--- config.mk ---
export PLATFORM = sky130hd
export DESIGN_NAME = spmv_row_dot_lanes_flat
export DESIGN_NICKNAME = d
export VERILOG_FILES = /design/src/rtl/spmv_row_dot_lanes_if.sv /design/src/rtl/spmv_row_dot_lanes.sv /design/src/flat_wrapper.sv
export SDC_FILE = /design/constraint.sdc
export NUM_CORES = 2
export LEC_CHECK = 0
export ABC_AREA = 1
export CAP_MARGIN = 5
export CELL_PAD_IN_SITES_DETAIL_PLACEMENT = 1
export CELL_PAD_IN_SITES_GLOBAL_PLACEMENT = 1
export CORE_MARGIN = 2
export CORE_UTILIZATION = 48
export DETAILED_ROUTE_END_ITERATION = 6
export PLACE_DENSITY = 0.91
export SLEW_MARGIN = 40
export SYNTH_ARGS = -nofsm -noshare
export SYNTH_HDL_FRONTEND = slang
export SYNTH_SLANG_ARGS = --single-unit
--- constraint.sdc ---
create_clock -name clk -period 13.87 [get_ports clk]
set_input_delay 2.0805 -clock clk [delete_from_list [all_inputs] [get_ports clk]]
set_output_delay 2.0805 -clock clk [all_outputs]
set_load 0.01 [all_outputs]
--- src/rtl/spmv_row_dot_lanes_if.sv ---
// rtl/spmv_row_dot_lanes_if.sv - count, value, X and Y stream bundle for the row dot-product engine
interface spmv_row_dot_lanes_if #(
    parameter int LANES  = 4,
    parameter int DATA_W = 16,
    parameter int ACC_W  = 48,
    parameter int CNT_W  = 32
);
    logic [CNT_W-1:0]        s_times_tdata;
    logic                    s_times_tvalid;
    logic                    s_times_tready;
    logic [LANES*DATA_W-1:0] s_val_tdata;
    logic                    s_val_tvalid;
    logic                    s_val_tready;
    logic [LANES*DATA_W-1:0] s_xi_tdata;
    logic                    s_xi_tvalid;
    logic                    s_xi_tready;
    logic [ACC_W-1:0]        m_y_tdata;
    logic                    m_y_tvalid;
    logic                    m_y_tready;

    modport slave (
        input  s_times_tdata, s_times_tvalid,
        output s_times_tready,
        input  s_val_tdata, s_val_tvalid,
        output s_val_tready,
        input  s_xi_tdata, s_xi_tvalid,
        output s_xi_tready,
        output m_y_tdata, m_y_tvalid,
        input  m_y_tready
    );

    modport master (
        output s_times_tdata, s_times_tvalid,
        input  s_times_tready,
        output s_val_tdata, s_val_tvalid,
        input  s_val_tready,
        output s_xi_tdata, s_xi_tvalid,
        input  s_xi_tready,
        input  m_y_tdata, m_y_tvalid,
        output m_y_tready
    );
endinterface

--- src/rtl/spmv_row_dot_lanes.sv ---
// rtl/spmv_row_dot_lanes.sv - multi-lane signed row dot-product with lane masking and optional saturation
module spmv_row_dot_lanes #(
    parameter int LANES    = 4,
    parameter int DATA_W   = 16,
    parameter int ACC_W    = 48,
    parameter int CNT_W    = 32,
    parameter int SATURATE = 0
) (
    input  logic                clk,
    input  logic                rst,
    spmv_row_dot_lanes_if.slave bus,
    output logic [31:0]         rows_done,
    output logic                sat_flag
);
    localparam int SUM_W  = ACC_W + $clog2(LANES) + 1;
    localparam int PROD_W = 2 * DATA_W;
    localparam logic signed [SUM_W-1:0] ACC_MAX = {{(SUM_W-ACC_W+1){1'b0}}, {(ACC_W-1){1'b1}}};
    localparam logic signed [SUM_W-1:0] ACC_MIN = {{(SUM_W-ACC_W+1){1'b1}}, {(ACC_W-1){1'b0}}};

    typedef enum logic [1:0] {IDLE, ACCUM, EMIT} state_t;
    state_t state, state_next;

    logic [ACC_W-1:0]         acc, acc_next, y_data;
    logic [CNT_W-1:0]         rem;
    logic                     last_beat, clamp_hit;
    logic                     count_fire, beat_fire, y_fire;
    logic signed [SUM_W-1:0]  sum;
    logic signed [PROD_W-1:0] a_ext, b_ext, prod;

    assign last_beat     = (rem <= CNT_W'(LANES));
    assign bus.m_y_tdata = y_data;

    // EMIT lets a new count through in the same cycle Y is taken
    always_comb begin
        state_next         = state;
        bus.s_times_tready = 1'b0;
        bus.s_val_tready   = 1'b0;
        bus.s_xi_tready    = 1'b0;
        bus.m_y_tvalid     = 1'b0;
        if (!rst) begin
            case (state)
                IDLE:    bus.s_times_tready = 1'b1;
                ACCUM: begin
                    bus.s_val_tready = bus.s_val_tvalid & bus.s_xi_tvalid;
                    bus.s_xi_tready  = bus.s_val_tvalid & bus.s_xi_tvalid;
                end
                EMIT: begin
                    bus.m_y_tvalid     = 1'b1;
                    bus.s_times_tready = bus.m_y_tready;
                end
                default: ;
            endcase
        end
        count_fire = bus.s_times_tvalid & bus.s_times_tready;
        beat_fire  = bus.s_val_tready;
        y_fire     = bus.m_y_tvalid & bus.m_y_tready;
        case (state)
            IDLE:    if (count_fire) state_next = (bus.s_times_tdata == '0) ? EMIT : ACCUM;
            ACCUM:   if (beat_fire && last_beat) state_next = EMIT;
            EMIT: begin
                if (y_fire) begin
                    if (!count_fire)                   state_next = IDLE;
                    else if (bus.s_times_tdata == '0)  state_next = EMIT;
                    else                               state_next = ACCUM;
                end
            end
            default: state_next = IDLE;
        endcase
    end

    // Lanes at or beyond the remaining count are masked so the tail beat's padding is ignored
    always_comb begin
        sum   = {{(SUM_W-ACC_W){acc[ACC_W-1]}}, acc};
        a_ext = '0;
        b_ext = '0;
        prod  = '0;
        for (int i = 0; i < LANES; i++) begin
            a_ext = {{DATA_W{bus.s_val_tdata[i*DATA_W+DATA_W-1]}}, bus.s_val_tdata[i*DATA_W +: DATA_W]};
            b_ext = {{DATA_W{bus.s_xi_tdata[i*DATA_W+DATA_W-1]}}, bus.s_xi_tdata[i*DATA_W +: DATA_W]};
            prod  = a_ext * b_ext;
            if (CNT_W'(i) < rem)
                sum = sum + {{(SUM_W-PROD_W){prod[PROD_W-1]}}, prod};
        end
        clamp_hit = 1'b0;
        acc_next  = sum[ACC_W-1:0];
        if (SATURATE != 0) begin
            if (sum > ACC_MAX) begin
                acc_next  = ACC_MAX[ACC_W-1:0];
                clamp_hit = 1'b1;
            end else if (sum < ACC_MIN) begin
                acc_next  = ACC_MIN[ACC_W-1:0];
                clamp_hit = 1'b1;
            end
        end
    end

    always_ff @(posedge clk) begin
        if (rst) state <= IDLE;
        else     state <= state_next;
    end

    always_ff @(posedge clk) begin
        if (rst) begin
            acc       <= '0;
            rem       <= '0;
            y_data    <= '0;
            rows_done <= '0;
            sat_flag  <= 1'b0;
        end else begin
            if (count_fire) begin
                acc <= '0;
                rem <= bus.s_times_tdata;
                if (bus.s_times_tdata == '0) y_data <= '0;
            end else if (beat_fire) begin
                acc <= acc_next;
                rem <= last_beat ? '0 : rem - CNT_W'(LANES);
                if (last_beat) y_data <= acc_next;
                if (clamp_hit) sat_flag <= 1'b1;
            end
            if (y_fire) rows_done <= rows_done + 32'd1;
        end
    end
endmodule

--- src/flat_wrapper.sv ---
// flat-port wrapper written by rule: the top's interface ports become plain ports
module spmv_row_dot_lanes_flat 
#(
    parameter int LANES    = 4,
    parameter int DATA_W   = 16,
    parameter int ACC_W    = 48,
    parameter int CNT_W    = 32,
    parameter int SATURATE = 0
)
  (clk, rst, rows_done, sat_flag, bus_s_times_tdata, bus_s_times_tvalid, bus_s_times_tready, bus_s_val_tdata, bus_s_val_tvalid, bus_s_val_tready, bus_s_xi_tdata, bus_s_xi_tvalid, bus_s_xi_tready, bus_m_y_tdata, bus_m_y_tvalid, bus_m_y_tready);
  spmv_row_dot_lanes_if #(.LANES(LANES), .DATA_W(DATA_W), .ACC_W(ACC_W), .CNT_W(CNT_W)) bus_i ();
  input  logic clk;
  input  logic rst;
  output logic [31:0] rows_done;
  output logic sat_flag;
  input wire logic [$bits(bus_i.s_times_tdata)-1:0] bus_s_times_tdata;
  input wire logic [$bits(bus_i.s_times_tvalid)-1:0] bus_s_times_tvalid;
  output wire logic [$bits(bus_i.s_times_tready)-1:0] bus_s_times_tready;
  input wire logic [$bits(bus_i.s_val_tdata)-1:0] bus_s_val_tdata;
  input wire logic [$bits(bus_i.s_val_tvalid)-1:0] bus_s_val_tvalid;
  output wire logic [$bits(bus_i.s_val_tready)-1:0] bus_s_val_tready;
  input wire logic [$bits(bus_i.s_xi_tdata)-1:0] bus_s_xi_tdata;
  input wire logic [$bits(bus_i.s_xi_tvalid)-1:0] bus_s_xi_tvalid;
  output wire logic [$bits(bus_i.s_xi_tready)-1:0] bus_s_xi_tready;
  output wire logic [$bits(bus_i.m_y_tdata)-1:0] bus_m_y_tdata;
  output wire logic [$bits(bus_i.m_y_tvalid)-1:0] bus_m_y_tvalid;
  input wire logic [$bits(bus_i.m_y_tready)-1:0] bus_m_y_tready;
  assign bus_i.s_times_tdata = bus_s_times_tdata;
  assign bus_i.s_times_tvalid = bus_s_times_tvalid;
  assign bus_s_times_tready = bus_i.s_times_tready;
  assign bus_i.s_val_tdata = bus_s_val_tdata;
  assign bus_i.s_val_tvalid = bus_s_val_tvalid;
  assign bus_s_val_tready = bus_i.s_val_tready;
  assign bus_i.s_xi_tdata = bus_s_xi_tdata;
  assign bus_i.s_xi_tvalid = bus_s_xi_tvalid;
  assign bus_s_xi_tready = bus_i.s_xi_tready;
  assign bus_m_y_tdata = bus_i.m_y_tdata;
  assign bus_m_y_tvalid = bus_i.m_y_tvalid;
  assign bus_i.m_y_tready = bus_m_y_tready;
  spmv_row_dot_lanes #(.LANES(LANES), .DATA_W(DATA_W), .ACC_W(ACC_W), .CNT_W(CNT_W), .SATURATE(SATURATE)) u_core (.clk(clk), .rst(rst), .bus(bus_i), .rows_done(rows_done), .sat_flag(sat_flag));
endmodule
# == After elaboration in Yosys (flattened, before gate mapping) ==
# Index checks and enable logic that the tools add are counted.
# totals
ff_bits,162
in_bits,166
output_inout_bits,85
wordCells,60
# op_classes
n_addsub,6
multipliers,4
n_lt_le_gt_ge,5
eq_ne,6
mux,23
n_bitwise,3
n_reduce_logical,8
# ops
cell,n
$mux 48,8
$add 48x48->48,3
$mul 16x16->32,4
$mux 32,3
$lt 1x32->1 const A,2
$lt 2x32->1 const A,2
$add 48x32->48,1
$add 32x1->32 const B,1
$le 32x3->1 const B,1
$logic_not 32->1,1
$sub 32x3->32 const B,1
$mux 2,5
$ne 2x1->1 const B,3
$pmux 2 s3,1
$reduce_and 3->1,2
$mux 1,5
$reduce_bool 2->1,2
$and 1x1->1,3
$eq 2x1->1 const B,1
$eq 2x2->1 const B,1
$logic_not 2->1,1
$ne 2x2->1 const B,1
$pmux 1 s2,1
$reduce_or 2->1,1
$logic_and 1x1->1,1

# == Depth between registers and ports, before layout ==
# logic_depth
depth_word,12
depth_mapped,73
ltp_nobuf,71

# == Worst setup path before layout ==
# Ideal clock, no wire load.
# synth_timing
path_kind,input port to flip-flop
from,input bus_s_val_tdata[10]
to,register u_core.acc[47]
setup_ns,0.113
arrival_ns,12.320
required_ns,13.757
slack_ns,1.437
stages,63
n_path_buf,2
path_cell_list,clkbuf_1 -> clkbuf_1 -> nand2_1 -> fa_1 -> fa_1 -> fa_1 -> fa_1 -> inv_1 -> fa_1 -> inv_1 -> fa_1 -> inv_1 -> ha_1 -> nand2_1 -> nor2_1 -> nand3_1 -> nand3_1 -> a31oi_1 -> (+27 left out) -> xnor2_1 -> inv_1 -> o21a_1 -> ha_1 -> nand2_1 -> nor2_1 -> inv_1 -> o21ai_0 -> a31oi_1 -> nand3_1 -> a221oi_1 -> nor2_1 -> nor2_1 -> inv_1 -> nand2_1 -> nand2_1 -> o21ai_1 -> inv_1
# synth_between
elab_chain_cells,9
# synth_lines
element,line_no,source
start: declaration,flat_wrapper.sv:19,input wire logic [$bits(bus_i.s_val_tdata)-1:0] bus_s_val_tdata;
$mul 16x16->32 (*),spmv_row_dot_lanes.sv:80,prod = a_ext * b_ext;
$add 48x32->48 (*),spmv_row_dot_lanes.sv:82,"sum = sum + {{(SUM_W-PROD_W){prod[PROD_W-1]}}, prod};"
$mux 48 (*),spmv_row_dot_lanes.sv:81,if (CNT_W'(i) < rem)
$add 48x48->48,spmv_row_dot_lanes.sv:82,
$mux 48 (*),spmv_row_dot_lanes.sv:81,
$add 48x48->48,spmv_row_dot_lanes.sv:82,
$mux 48 (*),spmv_row_dot_lanes.sv:81,
$add 48x48->48,spmv_row_dot_lanes.sv:82,
$mux 48 (*),spmv_row_dot_lanes.sv:81,
end signal: assignment,spmv_row_dot_lanes.sv:115,acc <= acc_next;
end: declaration,spmv_row_dot_lanes.sv:23,"logic [ACC_W-1:0] acc, acc_next, y_data;"
# Mark *: on every way between the ends. The rest lies on a longest branch, timed or not.
# A chain may end at the register's enable or synchronous reset.

# == Worst setup path in the final report ==
# layout_timing
from,input bus_s_xi_tdata[4]
to,register u_core.acc[47]
# layout_between
elab_chain_cells,9
# layout_lines
element,line_no,source
start: declaration,flat_wrapper.sv:22,input wire logic [$bits(bus_i.s_xi_tdata)-1:0] bus_s_xi_tdata;
$mul 16x16->32 (*),spmv_row_dot_lanes.sv:80,
$add 48x32->48 (*),spmv_row_dot_lanes.sv:82,
$mux 48 (*),spmv_row_dot_lanes.sv:81,
$add 48x48->48,spmv_row_dot_lanes.sv:82,
$mux 48 (*),spmv_row_dot_lanes.sv:81,
$add 48x48->48,spmv_row_dot_lanes.sv:82,
$mux 48 (*),spmv_row_dot_lanes.sv:81,
$add 48x48->48,spmv_row_dot_lanes.sv:82,
$mux 48 (*),spmv_row_dot_lanes.sv:81,
# Marks and branches as above.

==> reports/qor.csv <==
metric;value;unit
vias;58520;
rows;131;
grt_pass1_wl;369.2;mm
crit_required;14.23;ns
drt-wirelength-per-cell;22.25;microns
synth_fp_nets;10273;
start_util;48.35;%
layout-drive-gt1-share;8.103;%
path_max_fanout;16;
hp-class;register to register;
die_area;131300;sq um
syn_avg_cell_area;7.311;sq um
yosysTopAreaCell;fa_1;
async_flop_share;0;%
cts-buffers-inserted;17;
dominantRegCellSynth;dfxtp_1;
syn_area;61660;sq um
skew;0.02042;ns
vias_per_cell;5.559;
clockBufferDepth;2;
ys_types;63;
synth_commonest_cells;inv_1, nand2_1, fa_1;
drtAntennaViolNets;0;
cts_tree;built;
ys_seq_elements;162;
drt-pass1-iter-count;5;
fmax;73.94;MHz
ys.warnings.count;0;
core_area;127500;sq um
dieWidth;362.4;microns
place_hpwl;202.6;mm
drc;0;
slew_viol_final;0;
ys_seq_area_share;5.260;%
gp_congestion;0.9993;
r2r_setup_slack;2.91;ns
die_y;362.4;microns
hold_viol;0;
fin_crit_sh;97.51;%
critPathLaunchType;input pin;
cts.sinks;162;
finish.utilization;54.64;%
io_buffers;249;
endpoint_kind;register;
setup-violations-final;0;
wl;234.3;mm
min_period;13.52;ns
cts_hold_buf;0;
critPathKind;input pin to register;
relSlewSlack;35.37;%
h-tree-depth;4;
grt_pass1_vias;67107;
ff_latch_area;3243;sq um
cp_slowest_cell;fa_2;
num-fill-cells;16276;
grt_max_degree;95;
cts_root_buf;clkbuf_16;
arrival;13.88;ns
grt_antenna_before_repair;8;
final_nets;10687;
status;finished, final reports clean;
synth-edff-count;0;
synthCells;8434;
grtUsageTotal;36.00;%
cpMostUsedCell;nand2_1;
synth.area.top_cells;fa_1, inv_1, nand2_1, ha_1, dfxtp_1;
multi_input_area;49610;sq um
yosysTopAreaCellShare;37.37;%
yosys.cell_count.top_type;inv_1;
clk_latency;0.47;ns
tightest_slew;0.9630;ns
crit_path_max_incr_delay;0.70;ns
syn_to_final_growth;13.00;%
max-cap-violations;0;
drt_iter0_drc;3453;
num_io_pins;251;
grt_remaining_overflow;0;
clk_pin_slew;0.07;ns
grt_setup_unrepaired;true;
layer usage:
| metal | track usage, % | share of wire [%] | wire (microns) | up-vias |
|---|---|---|---|---|
| li1 | - | - | - | 25870 |
| met1 | 41.28 | 37 | 87180 | 29512 |
| met2 | 63.93 | 50 | 118100 | 2190 |
| met3 | 4.882 | 5.5 | 12930 | 948 |
| met4 | 21.28 | 6.9 | 16070 | 0 |
| met5 | 0 | 0 | 0 | - |
through the flow:
step	setup TNS, ns	hold WS [ns]	worst slack, ns	area (sq um)	cells
floorplan	0	0.4540	1.437	61660	8434
global placement	-2.372	0.4531	-0.2717	68560	10486
detailed placement	-14.80	0.4618	-0.5469	68570	10486
CTS	0	0.4716	0.02162	69190	10518
global route	-1.631	0.4981	-0.1789	69660	10523
finish	0	0.4676	0.3451	69670	10528
cell usage in the layout, fill, tap and decap left out, types with 24 or more instances in the layout:
cell,synthesis,final
nand3_1,223,216
a21oi_1,449,421
buf_4,3,417
inv_1,2153,2152
nor3_1,59,54
a21oi_2,1,27
a31oi_1,52,45
ha_1,522,516
dfxtp_1,162,162
o21ai_0,288,260
xor2_1,137,137
o21ai_1,28,45
or2_2,69,69
clkdlybuf4s50_1,0,214
nand2_1,2043,2034
fa_1,1151,1147
xnor2_1,114,111
nor2_1,402,388
dlymetal6s2s_1,0,24
nand4_1,35,35
state kept, by name, summed over array words and instances (netlist names):
signal                cells
u_core.acc               48
u_core.bus.m_y_tdata     48
u_core.rem               32
u_core.rows_done         32
u_core.state              2
critical path, delay by kind of cell:
family	cells	cell delay (ns)
XOR/XNOR	1	0.18
AND/OR/NAND/NOR	19	2.65
buffers and inverters	12	1.75
adder cells (fa/ha/maj)	10	4.55
AO/OA/AOI/OAI	14	2.64
path summary, 6_finish.rpt:
check                      startpoint                        to  cells after the start
max                 bus_s_xi_tdata[4]            u_core.acc[47]                     56
min          u_core.bus.m_y_tdata[44]  u_core.bus.m_y_tdata[44]                      2
max reg2reg             u_core.acc[8]            u_core.acc[47]                     61
min reg2reg  u_core.bus.m_y_tdata[44]  u_core.bus.m_y_tdata[44]                      2
timing repair:
item | in CTS | in global routing
resized for setup | 2 | 150
setup endpoints to repair | 15 | 54
buffers inserted | 0 | 5
pin swaps | 0 | 11
cell families (layout without fill, tap and decap cells):
| kind of cell | Yosys count | count (layout) | synth area share, % |
|---|---|---|---|
| adder cells (fa/ha/maj) | 1673 | 1673 | 47.96 |
| AND/OR/NAND/NOR | 2934 | 2934 | 19.64 |
| multiplexers | 1 | 1 | 0.01623 |
| AO/OA/AOI/OAI | 960 | 960 | 8.557 |
| XOR/XNOR | 251 | 251 | 3.565 |
| buffers and inverters | 2452 | 2879 | 14.99 |
| other | 1 | 6 | 0.006082 |
| flip-flops | 162 | 162 | 5.260 |
layout make-up:
cell class | instances | area share [%]
clock buffers | 17 | 0.6106
clock inverters | 15 | 0.2712
multi-input cells | 5820 | 71.21
well taps | 1662 | 2.985
diodes | 5 | 0.01796
repair buffers | 685 | 8.595
inverters | 2162 | 11.66
flip-flops and latches | 162 | 4.655
Power is left out: the tool's default activity adds up to more than one toggle a clock period on the data nets, which glitch-free logic cannot reach.
